<file path="config.mk">
export PLATFORM = sky130hd
export DESIGN_NAME = dcache_sram_port
export DESIGN_NICKNAME = d
export VERILOG_FILES = /design/src/rtl/dcache_pkg.sv /design/src/rtl/dcache_byte_merge.sv /design/src/rtl/dcache_sram_port.sv
export SDC_FILE = /design/constraint.sdc
export NUM_CORES = 1
export LEC_CHECK = 0
export BUFFER_PORTS_ARGS = -buffer_cell sky130_fd_sc_hd__buf_2
export CORE_MARGIN = 4
export CORE_UTILIZATION = 30
export DETAILED_ROUTE_END_ITERATION = 12
export GPL_TIMING_DRIVEN = 1
export PLACE_DENSITY = 0.66
export SLEW_MARGIN = 20
export SYNTH_ARGS = -nofsm -noshare
export SYNTH_HDL_FRONTEND = slang
export SYNTH_SLANG_ARGS = --single-unit
export TNS_END_PERCENT = 30
</file>
<file path="constraint.sdc">
create_clock -name clk -period 2.05 [get_ports clk]
set_clock_uncertainty 0.15 [all_clocks]
set_input_delay 0.3075 -clock clk [delete_from_list [all_inputs] [get_ports clk]]
set_output_delay 0.3075 -clock clk [all_outputs]
set_load 0.05 [all_outputs]
</file>
<file path="src/rtl/dcache_pkg.sv">
`default_nettype none
// ============================================================================
//  Module   : dcache_pkg
//  Purpose  : Shared definitions for the data-cache SRAM port controller:
//             default geometry of the 512x32 data SRAM, the controller state
//             encoding and the write-stage register layout.
//  Ports    : none (package)
//  Revision : 1.0 - initial release
// ============================================================================
package dcache_pkg;

    // Default SRAM geometry; the top-level parameters default to these.
    localparam int DCACHE_ADDR_WIDTH = 9;
    localparam int DCACHE_DATA_WIDTH = 32;
    localparam int DCACHE_BE_WIDTH   = DCACHE_DATA_WIDTH / 8;
    localparam int DCACHE_LINE_BEATS = 8;

    typedef enum logic [0:0] {
        IDLE   = 1'b0,
        REFILL = 1'b1
    } state_t;

    // Write stage: one pending SRAM write, issued the cycle after acceptance.
    typedef struct packed {
        logic                         valid;
        logic [DCACHE_ADDR_WIDTH-1:0] addr;
        logic [DCACHE_DATA_WIDTH-1:0] data;
        logic [DCACHE_BE_WIDTH-1:0]   be;
    } wq_t;

endpackage : dcache_pkg
`default_nettype wire

</file>
<file path="src/rtl/dcache_byte_merge.sv">
`default_nettype none
// ============================================================================
//  Module   : dcache_byte_merge
//  Purpose  : Combinational byte-wise merge of forwarded store data over the
//             SRAM read data. A set fwd_be bit selects that byte from
//             fwd_data, a clear bit passes the SRAM byte through.
//  Ports    : fwd_be    - per-byte forward select
//             fwd_data  - forwarded (newer) store data
//             sram_data - SRAM read data (older contents)
//             merged    - merged word
//  Revision : 1.0 - initial release
// ============================================================================
module dcache_byte_merge #(
    parameter int DATA_WIDTH = 32,
    parameter int BE_WIDTH   = 4
) (
    input  logic [BE_WIDTH-1:0]   fwd_be,
    input  logic [DATA_WIDTH-1:0] fwd_data,
    input  logic [DATA_WIDTH-1:0] sram_data,
    output logic [DATA_WIDTH-1:0] merged
);

    for (genvar i = 0; i < BE_WIDTH; i++) begin : g_byte
        assign merged[8*i +: 8] = fwd_be[i] ? fwd_data[8*i +: 8] : sram_data[8*i +: 8];
    end

endmodule : dcache_byte_merge
`default_nettype wire

</file>
<file path="src/rtl/dcache_sram_port.sv">
`default_nettype none
// ============================================================================
//  Module   : dcache_sram_port
//  Purpose  : Port controller in front of the simple-dual-port data-cache
//             SRAM (byte-enabled write, one-cycle read latency). Arbitrates
//             CPU loads/stores against line-refill bursts, drives both SRAM
//             ports and returns load data with a fixed latency of one cycle.
//             Read-after-write collisions with the pending write are
//             resolved by forwarding (DCACHE_PORT_FWD_EN defined) or by a
//             one-cycle request stall (macro undefined, default build).
//  Ports    : clk, rst_n            - clock, async active-low reset
//             req_*                 - CPU request (valid/ready handshake)
//             rsp_valid, rsp_data   - load response, one cycle after accept
//             refill_start/line     - begin a line refill
//             refill_valid/data     - refill beats (always accepted)
//             refill_done           - pulse with the last beat's SRAM write
//             sram_wr_*             - SRAM write port
//             sram_rd_addr/data     - SRAM read port
//  Macro    : DCACHE_PORT_FWD_EN    - enable store-to-load forwarding
//  Revision : 1.0 - initial release
// ============================================================================
module dcache_sram_port
    import dcache_pkg::*;
#(
    parameter int ADDR_WIDTH = DCACHE_ADDR_WIDTH,
    parameter int DATA_WIDTH = DCACHE_DATA_WIDTH,
    parameter int BE_WIDTH   = DCACHE_BE_WIDTH,
    parameter int LINE_BEATS = DCACHE_LINE_BEATS
) (
    input  logic                                    clk,
    input  logic                                    rst_n,
    input  logic                                    req_valid,
    output logic                                    req_ready,
    input  logic                                    req_we,
    input  logic [ADDR_WIDTH-1:0]                   req_addr,
    input  logic [DATA_WIDTH-1:0]                   req_wdata,
    input  logic [BE_WIDTH-1:0]                     req_be,
    output logic                                    rsp_valid,
    output logic [DATA_WIDTH-1:0]                   rsp_data,
    input  logic                                    refill_start,
    input  logic [ADDR_WIDTH-$clog2(LINE_BEATS)-1:0] refill_line,
    input  logic                                    refill_valid,
    input  logic [DATA_WIDTH-1:0]                   refill_data,
    output logic                                    refill_done,
    output logic                                    sram_wr_en,
    output logic [ADDR_WIDTH-1:0]                   sram_wr_addr,
    output logic [DATA_WIDTH-1:0]                   sram_wr_data,
    output logic [BE_WIDTH-1:0]                     sram_wr_byte_en,
    output logic [ADDR_WIDTH-1:0]                   sram_rd_addr,
    input  logic [DATA_WIDTH-1:0]                   sram_rd_data
);

    localparam int                    BEAT_WIDTH = $clog2(LINE_BEATS);
    localparam logic [BEAT_WIDTH-1:0] LAST_BEAT  = BEAT_WIDTH'(LINE_BEATS - 1);

    state_t                  state;
    state_t                  state_next;
    logic [BEAT_WIDTH-1:0]   beat_cnt;
    wq_t                     wq;
    logic [ADDR_WIDTH-1:0]   rd_addr_q;
    logic                    rsp_valid_q;
    logic                    refill_done_q;
    logic [DATA_WIDTH-1:0]   merged_data;

    logic                    addr_hit;
    logic                    hazard_stall;
    logic                    req_acc;
    logic                    load_acc;
    logic                    store_acc;
    logic                    beat_acc;
    logic                    last_beat;

    // A load to the address the write stage is about to write would read
    // stale data, since the SRAM returns old contents on a same-cycle
    // read/write collision.
    assign addr_hit = wq.valid && (req_addr == wq.addr);

`ifdef DCACHE_PORT_FWD_EN
    assign hazard_stall = 1'b0;
`else
    // Holding the load one cycle lets the pending write land first; the
    // write stage empties on its own because nothing is accepted.
    assign hazard_stall = req_valid && !req_we && addr_hit;
`endif

    // rst_n is folded in so the port reports not-ready throughout reset.
    assign req_ready = (state == IDLE) && !refill_start && !hazard_stall && rst_n;
    assign req_acc   = req_valid && req_ready;
    assign load_acc  = req_acc && !req_we;
    assign store_acc = req_acc && req_we;
    assign beat_acc  = (state == REFILL) && refill_valid;
    assign last_beat = beat_acc && (beat_cnt == LAST_BEAT);

    // ------------------------------------------------------------------
    // Controller FSM
    // ------------------------------------------------------------------
    always_ff @(posedge clk or negedge rst_n) begin
        if (!rst_n) begin
            state <= IDLE;
        end else begin
            state <= state_next;
        end
    end

    always_comb begin
        state_next = state;
        case (state)
            IDLE: begin
                if (refill_start) begin
                    state_next = REFILL;
                end
            end
            REFILL: begin
                if (last_beat) begin
                    state_next = IDLE;
                end
            end
            default: begin
                state_next = IDLE;
            end
        endcase
    end

    // ------------------------------------------------------------------
    // Refill beat counter: wraps naturally since LINE_BEATS is a power of 2
    // ------------------------------------------------------------------
    always_ff @(posedge clk or negedge rst_n) begin
        if (!rst_n) begin
            beat_cnt <= '0;
        end else if ((state == IDLE) && refill_start) begin
            beat_cnt <= '0;
        end else if (beat_acc) begin
            beat_cnt <= beat_cnt + 1'b1;
        end
    end

    // ------------------------------------------------------------------
    // Write stage; stores and refill beats are mutually exclusive because
    // requests are only accepted in IDLE and beats only in REFILL.
    // ------------------------------------------------------------------
    always_ff @(posedge clk or negedge rst_n) begin
        if (!rst_n) begin
            wq <= '0;
        end else if (store_acc) begin
            wq.valid <= 1'b1;
            wq.addr  <= req_addr;
            wq.data  <= req_wdata;
            wq.be    <= req_be;
        end else if (beat_acc) begin
            wq.valid <= 1'b1;
            wq.addr  <= {refill_line, beat_cnt};
            wq.data  <= refill_data;
            wq.be    <= '1;
        end else begin
            wq.valid <= 1'b0;
        end
    end

    assign sram_wr_en      = wq.valid;
    assign sram_wr_addr    = wq.addr;
    assign sram_wr_data    = wq.data;
    assign sram_wr_byte_en = wq.be;

    // ------------------------------------------------------------------
    // Read port and response
    // ------------------------------------------------------------------
    always_ff @(posedge clk or negedge rst_n) begin
        if (!rst_n) begin
            rd_addr_q     <= '0;
            rsp_valid_q   <= 1'b0;
            refill_done_q <= 1'b0;
        end else begin
            if (load_acc) begin
                rd_addr_q <= req_addr;
            end
            rsp_valid_q   <= load_acc;
            refill_done_q <= last_beat;
        end
    end

    // The accepted address goes straight to the SRAM so data returns in
    // the next cycle; otherwise the last load address is held.
    assign sram_rd_addr = load_acc ? req_addr : rd_addr_q;

`ifdef DCACHE_PORT_FWD_EN
    logic [BE_WIDTH-1:0]   fwd_be;
    logic [DATA_WIDTH-1:0] fwd_data;

    // fwd_be is zero for non-colliding loads so the merge passes the SRAM
    // data untouched.
    always_ff @(posedge clk or negedge rst_n) begin
        if (!rst_n) begin
            fwd_be   <= '0;
            fwd_data <= '0;
        end else if (load_acc) begin
            fwd_be   <= addr_hit ? wq.be : '0;
            fwd_data <= wq.data;
        end
    end

    dcache_byte_merge #(
        .DATA_WIDTH (DATA_WIDTH),
        .BE_WIDTH   (BE_WIDTH)
    ) u_byte_merge (
        .fwd_be    (fwd_be),
        .fwd_data  (fwd_data),
        .sram_data (sram_rd_data),
        .merged    (merged_data)
    );
`else
    assign merged_data = sram_rd_data;
`endif

    // Gated so rsp_data reads zero whenever no response is presented.
    assign rsp_valid   = rsp_valid_q;
    assign rsp_data    = rsp_valid_q ? merged_data : '0;
    assign refill_done = refill_done_q;

endmodule : dcache_sram_port
`default_nettype wire

</file>
After elaboration in Yosys (flattened, before gate mapping)
Index checks and enable logic that the tools add are counted.

storage, ports and cells
  register bits after elaboration = 61
  input port bits = 121
  output and inout port bits = 90
  logic and storage cells = 40

operators by class
  add/sub/neg operators = 1
  equality and inequality tests = 2
  multiplexer cells = 10
  bitwise logic cells = 1
  reductions and logical operators = 17

operator list
  kind                                          count
  2-to-1 mux 46 bit                             1
  2-to-1 mux 45 bit                             1
  2-to-1 mux 32 bit                             1
  logical AND 1 bit                             12
  equality test 9 bit                           1
  2-to-1 mux 9 bit                              1
  2-to-1 mux 3 bit                              2
  nonzero test 2 bit                            2
  adder 3 x 1 -> 3 bit (second input constant)  1
  equality test 3 bit (second input constant)   1
  zero test 1 bit                               3
  2-to-1 mux 1 bit                              3
  one-hot mux 1 bit (2 select lines)            1
  inverter 1 bit                                1

Longest topological paths before layout
Gate-level depths: netlist (run 1).

  word-level depth = 9
  mapped depth = 6

Worst setup path after synthesis (run 1)
No wires, ideal clock.

  kind = register to output
  start = register wq (netlist bit sram_wr_addr[0])
  end = output port sram_rd_addr[0]
  data arrival time = 1.943 ns
  required time = 1.592 ns
  path slack = -0.351 ns
  stages on the path, launching flop included = 5
  buffers on the path = 0
  cell sequence = dfrtp_1 > xor2_1 > nor4_2 > a311oi_4 > mux2_2

on the way
  word-level cells in the longest chain between the ends = 9

ends and longest elaborated chain
  element                          line                     RTL
  from (decl)                      dcache_sram_port.sv:59   wq_t wq;
  equality test 9 bit              dcache_sram_port.sv:76   assign addr_hit = wq.valid && (req_addr == wq.addr);
  logical AND 1 bit                dcache_sram_port.sv:76
  logical AND 1 bit                dcache_sram_port.sv:83   assign hazard_stall = req_valid && !req_we && addr_hit;
  zero test 1 bit                  dcache_sram_port.sv:87   assign req_ready = (state == IDLE) && !refill_start && !hazard_stall && rst_n;
  logical AND 1 bit (2 in series)  dcache_sram_port.sv:87
  logical AND 1 bit                dcache_sram_port.sv:88   assign req_acc = req_valid && req_ready;
  logical AND 1 bit                dcache_sram_port.sv:89   assign load_acc = req_acc && !req_we;
  via load_acc                     dcache_sram_port.sv:68   logic load_acc;
  2-to-1 mux 9 bit                 dcache_sram_port.sv:183  assign sram_rd_addr = load_acc ? req_addr : rd_addr_q;
  to (decl)                        dcache_sram_port.sv:49   output logic [ADDR_WIDTH-1:0] sram_rd_addr,

The timed path passes the listed nets, and every way through them passes these cells.

Worst setup path after layout (run 1)
  start = register wq (netlist bit sram_wr_addr[4])
  end = output port sram_rd_addr[8]

The elaborated chain is that of the path after synthesis.

==> results.md, run 1 <==
* Status: finished, violations left
* Violations in the final reports: negative setup slack
* Post-route setup slack at -0.504 ns
* Top-count cell post-synth: sky130_fd_sc_hd__dfrtp_1
* H-tree level count at 3
* Clock root buffer: sky130_fd_sc_hd__clkbuf_8
* Mapped cell area at 2980 µm²
* Number of violations of the max-capacitance limit at 0
* Global-route wire length before repair at 14,200 µm
* Post-Place Worst Slack at -0.352 ns
* Horizontal extent of the die at 108 µm
* Share of synthesized registers carrying an async set or reset at 1.00
* Cells after Synth at 285
* Via count of the routed design at 2,933
* EDFF count, synth at 0
* Final hold slack at 0.0234 ns
* Most area-consuming cells after synthesis: sky130_fd_sc_hd__dfrtp_1 (51%), sky130_fd_sc_hd__mux2i_1 (14%), sky130_fd_sc_hd__o21ai_0 (7.7%), sky130_fd_sc_hd__and2_1 (6.9%), sky130_fd_sc_hd__nand2_1 (6.1%)
* Switching share of power at 0.410
* Setup repair after global routing missed its margin: yes
* # diodes at 0
* Internal Power at 2.81 mW
* Least-Margin Pin Slew at 0.779 ns
* Share of post-route cells with drive strength above 1 at 0.545
* Sort of element at the start of the critical path: flop
* Dominant cell type by area after synthesis: sky130_fd_sc_hd__dfrtp_1
* Power Total at 4.76 mW
* Maximum number of pins on one net before global-route repair at 62
* Number of nets in the synthesized netlist at 408
* Placed wire-length estimate after detailed placement at 7430 µm
* Post-synthesis average cell area at 10.4 µm²
* Total congestion overflow at 0
* Power Dens Cells at 1010 nW/µm²
* Number of nets with antenna violations after detailed routing at 0
* Instance area after placement at 4380 µm²
* Total routing resource utilization after global routing at 0.157
* First-pass iteration count of the detailed router at 4
* Count of warnings emitted by yosys at 0
* Switching power at 1.95 mW
* Max Fanout on Critical Path at 9
* Worst min path class: input pin to flop
* Fin area at 4720 µm²
* Starting utilization of the core area at 0.306
* Postcts setup bufs at 0
* Portion of the post-synthesis area used by sequential elements at 0.513
* Cell types with the highest counts after synthesis: sky130_fd_sc_hd__dfrtp_1 (61), sky130_fd_sc_hd__nand2_1 (48), sky130_fd_sc_hd__o21ai_0 (46), sky130_fd_sc_hd__mux2i_1 (42), sky130_fd_sc_hd__and2_1 (33)
* Kind of critical path: flop to output pin
* Vias in the first global route at 2,976
* Max Freq at 391 MHz
* Synth-to-layout area growth at 58.7%
* Worst Path Required at 1.59 ns
* Total I/O pin count at 211
* Placer congestion estimate at 0.771
* TritonCTS Sinks at 61
* Latest clock arrival within the worst-skew pair at 0.33 ns
* Clock transition at the registers of the reported paths at 0.07 ns
* Part of the power in combinational logic at 0.414
* Buffer depth of the longest clock path at 2
* DRT Wirelength at 9310 µm
* Area share of the leading cell type in the synthesized netlist at 0.513
* Die Height at 108 µm
* DRT iter0 DRCs at 93
* Most used DFF post-synth: sky130_fd_sc_hd__dfrtp_1
* Via density at 4.50
* Proportion of power drawn by the clock network at 0.242
* Part of the cycle the worst path needs at 1.25
* # DRC at 0
* Wire per inst at 14.3 µm
* Leakage power total at 2.45 nW
* Total setup violations reported at the end of the flow at 10
* Total die area at 11,600 µm²
* Number of nets at the end of the flow at 637
* Initial antenna violation count at 1
* Placeable Area at 9730 µm²
* Number of unique standard cell types used by synthesis at 21
* Number of synthesized register bits at 61
* Critical path data arrival time at 2.10 ns
* Maximum VDD drop at 0.439 mV
* Setup crit end kind: output pin
* Number of buffers inserted during clock tree synthesis at 9
* Clock period minus worst slack at 2.55 ns
* CTS tree: yes
* Relative slew margins at 0.481
* Final number of max-transition violations at 0
* Total number of placement rows at 36
* Number of port buffers at 210
* Final number of hold-violating endpoints at 0
* Proportion of power drawn by flip-flops and latches at 0.344
-- path summary, 6_finish.rpt --
path	start	endpoint	slack, ns	cells after the start
worst max register to register	sram_wr_addr[4]	rd_addr_q[2]	0.18	5
max in group asynchronous	rst_n	sram_wr_addr[8]	1.08	3
worst max-delay path	sram_wr_addr[4]	sram_rd_addr[8]	-0.50	6
worst min register to register	rd_addr_q[0]	rd_addr_q[0]	0.37	1
min in group asynchronous	rst_n	sram_wr_addr[2]	0.09	3
worst min-delay path	req_wdata[0]	sram_wr_data[0]	0.02	3
-- sequential cells by signal (all words and copies together) (netlist names) --
signal and count:
beat_cnt 3, rd_addr_q 9, refill_done 1, rsp_valid 1, sram_wr_addr 9, sram_wr_byte_en 4, sram_wr_data 32, sram_wr_en 1
state 1
-- layout make-up --
cell class,count,area (µm²)
sequential,61,1540
tap,133,166
timing repair buffer,236,1360
multi-input combinational,206,1460
clock inverter,5,75.1
clock buffer,11,131
fill,924,5000
-- through the flow --
step	TNS (ns)	utilization	cells
3_3_place_gp	-2.79	0.451	636
5_1_grt	-5.34	0.486	652
2_1_floorplan	-2.76	-	285
4_1_cts	-4.97	0.480	652
6_report	-4.53	0.486	652
3_5_place_dp	-2.99	0.451	636
-- repair_timing --
item                                    4_1_cts  5_1_grt
endpoints found under the setup margin       10       10
resized for setup                            22        7
pin swaps                                     1        0
cloned                                        0        0
hold buffers                                  0        0
-- critical path, stage by stage, from the launching register on --
cell	delay (ns)
sky130_fd_sc_hd__dfrtp_2	0.41
sky130_fd_sc_hd__xor2_1	0.18
sky130_fd_sc_hd__nor4_4	0.39
sky130_fd_sc_hd__a311oi_4	0.17
sky130_fd_sc_hd__buf_12	0.18
sky130_fd_sc_hd__mux2_2	0.29
sky130_fd_sc_hd__buf_6	0.16
-- cell usage in the layout (no fill, tap or decap), types with 2 or more instances in the layout --
master,count
sky130_fd_sc_hd__o21ai_0,46
sky130_fd_sc_hd__a22o_1,2
sky130_fd_sc_hd__clkbuf_1,2
sky130_fd_sc_hd__ha_1,2
sky130_fd_sc_hd__dfrtp_2,9
sky130_fd_sc_hd__dfrtp_1,52
sky130_fd_sc_hd__and2_1,33
sky130_fd_sc_hd__clkinv_2,3
sky130_fd_sc_hd__buf_4,23
sky130_fd_sc_hd__buf_6,9
sky130_fd_sc_hd__buf_2,200
sky130_fd_sc_hd__nand2_1,47
sky130_fd_sc_hd__bufinv_16,2
sky130_fd_sc_hd__nor2_1,5
sky130_fd_sc_hd__clkbuf_8,9
sky130_fd_sc_hd__buf_12,4
sky130_fd_sc_hd__mux2i_1,42
sky130_fd_sc_hd__mux2_2,9
sky130_fd_sc_hd__xor2_2,6
sky130_fd_sc_hd__xor2_1,2
-- power by group through the flow --
stage	sequential (mW)	combinational [mW]	clock [mW]
CTS	1.63	1.98	1.18
detailed placement	1.64	1.89	0
global route	1.67	2.09	1.23
global placement	1.63	1.87	0
floorplan	2.29	0.607	0
finish	1.64	1.97	1.15
-- kinds of logic (layout without fill, tap and decap cells) --
kind of cell,after synthesis,after routing,share of synthesized area
AO/OA/AOI/OAI,50,50,0.0942
XOR/XNOR,9,9,0.0265
adder cells (fa/ha/maj),2,2,0.00841
buffers and inverters,18,252,0.0235
flip-flops,61,61,0.513
multiplexers,51,51,0.175
AND/OR/NAND/NOR,94,94,0.159
-- layer usage --
layer / share of wire / global-route usage / vias to the layer above
met4: 0.021 / 0.0604 / 2
met3: 0.093 / 0.0486 / 23
met1: 0.35 / 0.163 / 1339
li1: - / - / 1417
met2: 0.53 / 0.294 / 152
met5: 0.0021 / 0 / -
No activity file was read; power rests on OpenSTA's default activity.
==> run 2, diff against run 1 <==
--- a/config.mk
+++ b/config.mk
@@ -6,8 +6,9 @@
 export NUM_CORES = 1
 export LEC_CHECK = 0
 export BUFFER_PORTS_ARGS = -buffer_cell sky130_fd_sc_hd__buf_2
-export CORE_MARGIN = 4
+export CORE_MARGIN = 2
 export CORE_UTILIZATION = 30
+export CTS_BUF_LIST = sky130_fd_sc_hd__clkbuf_8
 export DETAILED_ROUTE_END_ITERATION = 12
 export GPL_TIMING_DRIVEN = 1
 export PLACE_DENSITY = 0.66
==> results.md, run 2 (synthesis results as in run 1) <==
* Max FFs per register at 32
* Power Dens Cells at 997 nW/µm²
* Wire per inst at 14.2 µm
* Total I/O pin count at 211
* Highest-count cells in the layout ignoring fill and taps: sky130_fd_sc_hd__buf_2 (200), sky130_fd_sc_hd__dfrtp_1 (52), sky130_fd_sc_hd__nand2_1 (47)
* Setup repair after global routing missed its margin: yes
* # diodes at 0
* H-tree level count at 3
* Layout Cells excl Fill at 656
* Total congestion overflow at 0
* Violations in the final reports: negative setup slack
* Placer congestion estimate at 0.845
* Number of violations of the max-capacitance limit at 0
* DRT iter0 DRCs at 125
* Status: finished, violations left
* Buffer depth of the longest clock path at 2
* DRT Wirelength at 9320 µm
* Final number of max-transition violations at 0
* Total setup violations reported at the end of the flow at 10
* Fin area at 4800 µm²
* Max Freq at 386 MHz
* Via density at 4.53
* Global-route wire length before repair at 14,800 µm
* Crit-path max cell delay at 0.44 ns
* Relative slew margins at 0.483
* CTS tree: yes
* Number of nets with antenna violations after detailed routing at 0
* Die Height at 104 µm
* Instance area after placement at 4380 µm²
* Final hold slack at 0.0213 ns
* Leakage power total at 2.49 nW
* Kind of critical path: flop to output pin
* TritonCTS Sinks at 61
* Most common cell after layout, fill and taps aside: sky130_fd_sc_hd__buf_2
* Max Fanout on Critical Path at 5
* Critical path endpoint: sram_rd_addr[6]
* Maximum VDD drop at 0.406 mV
* Critical path data arrival time at 2.13 ns
* Ordered list of cells on the worst path: xor2_4 > nor4_4 > a311oi_4 > buf_6 > mux2_4 > buf_8
* Latest clock arrival within the worst-skew pair at 0.34 ns
* Least-Margin Pin Slew at 0.775 ns
* Worst-case register-to-register setup slack at 0.13 ns
* Worst-path cell with the longest stage delay: sky130_fd_sc_hd__dfrtp_2
* First-pass iteration count of the detailed router at 4
* Worst Path Required at 1.59 ns
* Total number of placement rows at 36
* Number of nets at the end of the flow at 641
* Reg2reg start: sram_wr_addr[8]
* Vias in the first global route at 3,018
* Reg-to-Reg End: rd_addr_q[5]
* Clock root buffer: sky130_fd_sc_hd__clkbuf_8
* Clock period minus worst slack at 2.59 ns
* Number of buffers inserted during clock tree synthesis at 9
* Placed Cells at 639
* Share of post-route cells with drive strength above 1 at 0.539
* Horizontal extent of the die at 104 µm
* Maximum number of pins on one net before global-route repair at 62
* Worst min path class: input pin to flop
* Storage element area at 1540 µm²
* Synth-to-layout area growth at 61.2%
* Sort of element at the start of the critical path: flop
* Number of port buffers at 210
* Power Total at 4.78 mW
* # DRC at 0
* Via count of the routed design at 2,972
* Worst setup path startpoint: sram_wr_addr[8]
* Total routing resource utilization after global routing at 0.174
* Placeable Area at 9680 µm²
* Post-route setup slack at -0.542 ns
* Total die area at 10,700 µm²
* Part of the cycle the worst path needs at 1.26
* Placed wire-length estimate after detailed placement at 7290 µm
* Area taken by multi-input logic gates at 1480 µm²
* Number of fill cells in the layout at 896
* Starting utilization of the core area at 0.307
* Number of cell instances on the worst register-to-register path at 5
* Initial antenna violation count at 0
* Clock transition at the registers of the reported paths at 0.07 ns
* Final number of hold-violating endpoints at 0
* Setup crit end kind: output pin
[run 2: cell count changes in the layout (fill, tap and decap cells not counted), moves of 3 or more]
cell / before / now
sky130_fd_sc_hd__buf_4: 23 / 26
sky130_fd_sc_hd__buf_6: 9 / 2
sky130_fd_sc_hd__buf_8: 0 / 9
sky130_fd_sc_hd__clkbuf_8: 9 / 12
sky130_fd_sc_hd__clkinv_2: 3 / 0
sky130_fd_sc_hd__inv_1: 0 / 3
sky130_fd_sc_hd__mux2_2: 9 / 0
sky130_fd_sc_hd__mux2_4: 0 / 9
[run 2: repair_timing]
action / in CTS / in global routing
pin swaps: 7 / 3
resized for setup: 42 / 5
setup buffers: 1 / 1
hold buffers: 1 / 0
setup endpoints to repair: 15 / 10
hold endpoints to repair: 1 / 0
[run 2: layer usage]
metal	vias to the layer above	global-route usage	wire [µm]
met2	142	0.314	4780
met3	29	0.0566	810
li1	1431	-	-
met5	-	0	0
met4	0	0.107	429
met1	1370	0.173	3300
[run 2: how the worst min path moves through the flow]
stage | startpoint | to | slack, ns | cells after the start
after floorplan | rst_n | beat_cnt[0] | -0.14 | 0
after global placement | rd_addr_q[7] | rd_addr_q[7] | 0.33 | 1
after detailed placement | rd_addr_q[2] | rd_addr_q[2] | 0.33 | 1
after CTS | req_wdata[0] | sram_wr_data[0] | 0.0005 | 3
after global routing | req_be[0] | sram_wr_byte_en[0] | 0.02 | 3
final | req_wdata[21] | sram_wr_data[21] | 0.02 | 3
[run 2: final cells by class]
type	instances	area share
clock buffers	12	0.0344
clock inverters	4	0.00860
multi-input cells	206	0.309
flip-flops and latches	61	0.320
well taps	133	0.0347
repair buffers	240	0.293
[run 2: per-stage QoR]
| stage | setup slack [ns] | setup TNS (ns) | util |
|---|---|---|---|
| 6_report | -0.542 | -4.85 | 0.495 |
| 5_1_grt | -0.637 | -5.78 | 0.495 |
| 4_1_cts | -0.607 | -5.50 | 0.491 |
| 3_5_place_dp | -0.401 | -3.49 | 0.452 |
| 3_3_place_gp | -0.392 | -3.46 | 0.452 |
| 2_1_floorplan | -0.214 | -2.76 | - |
[run 2: power breakdown]
part	internal (mW)	total [mW]	switching (mW)	leakage, nW
combinational	0.718	2.06	1.34	1.66
clock	0.648	1.09	0.446	0.116
sequential	1.47	1.63	0.159	0.713
[run 2: critical path: cells and delay by family, from the launching register on]
family	cells	cell delay, ns
mux	1	0.32
simple gates	1	0.36
flops	1	0.44
compound gates	1	0.17
buf+inv	2	0.33
xor+xnor	1	0.17
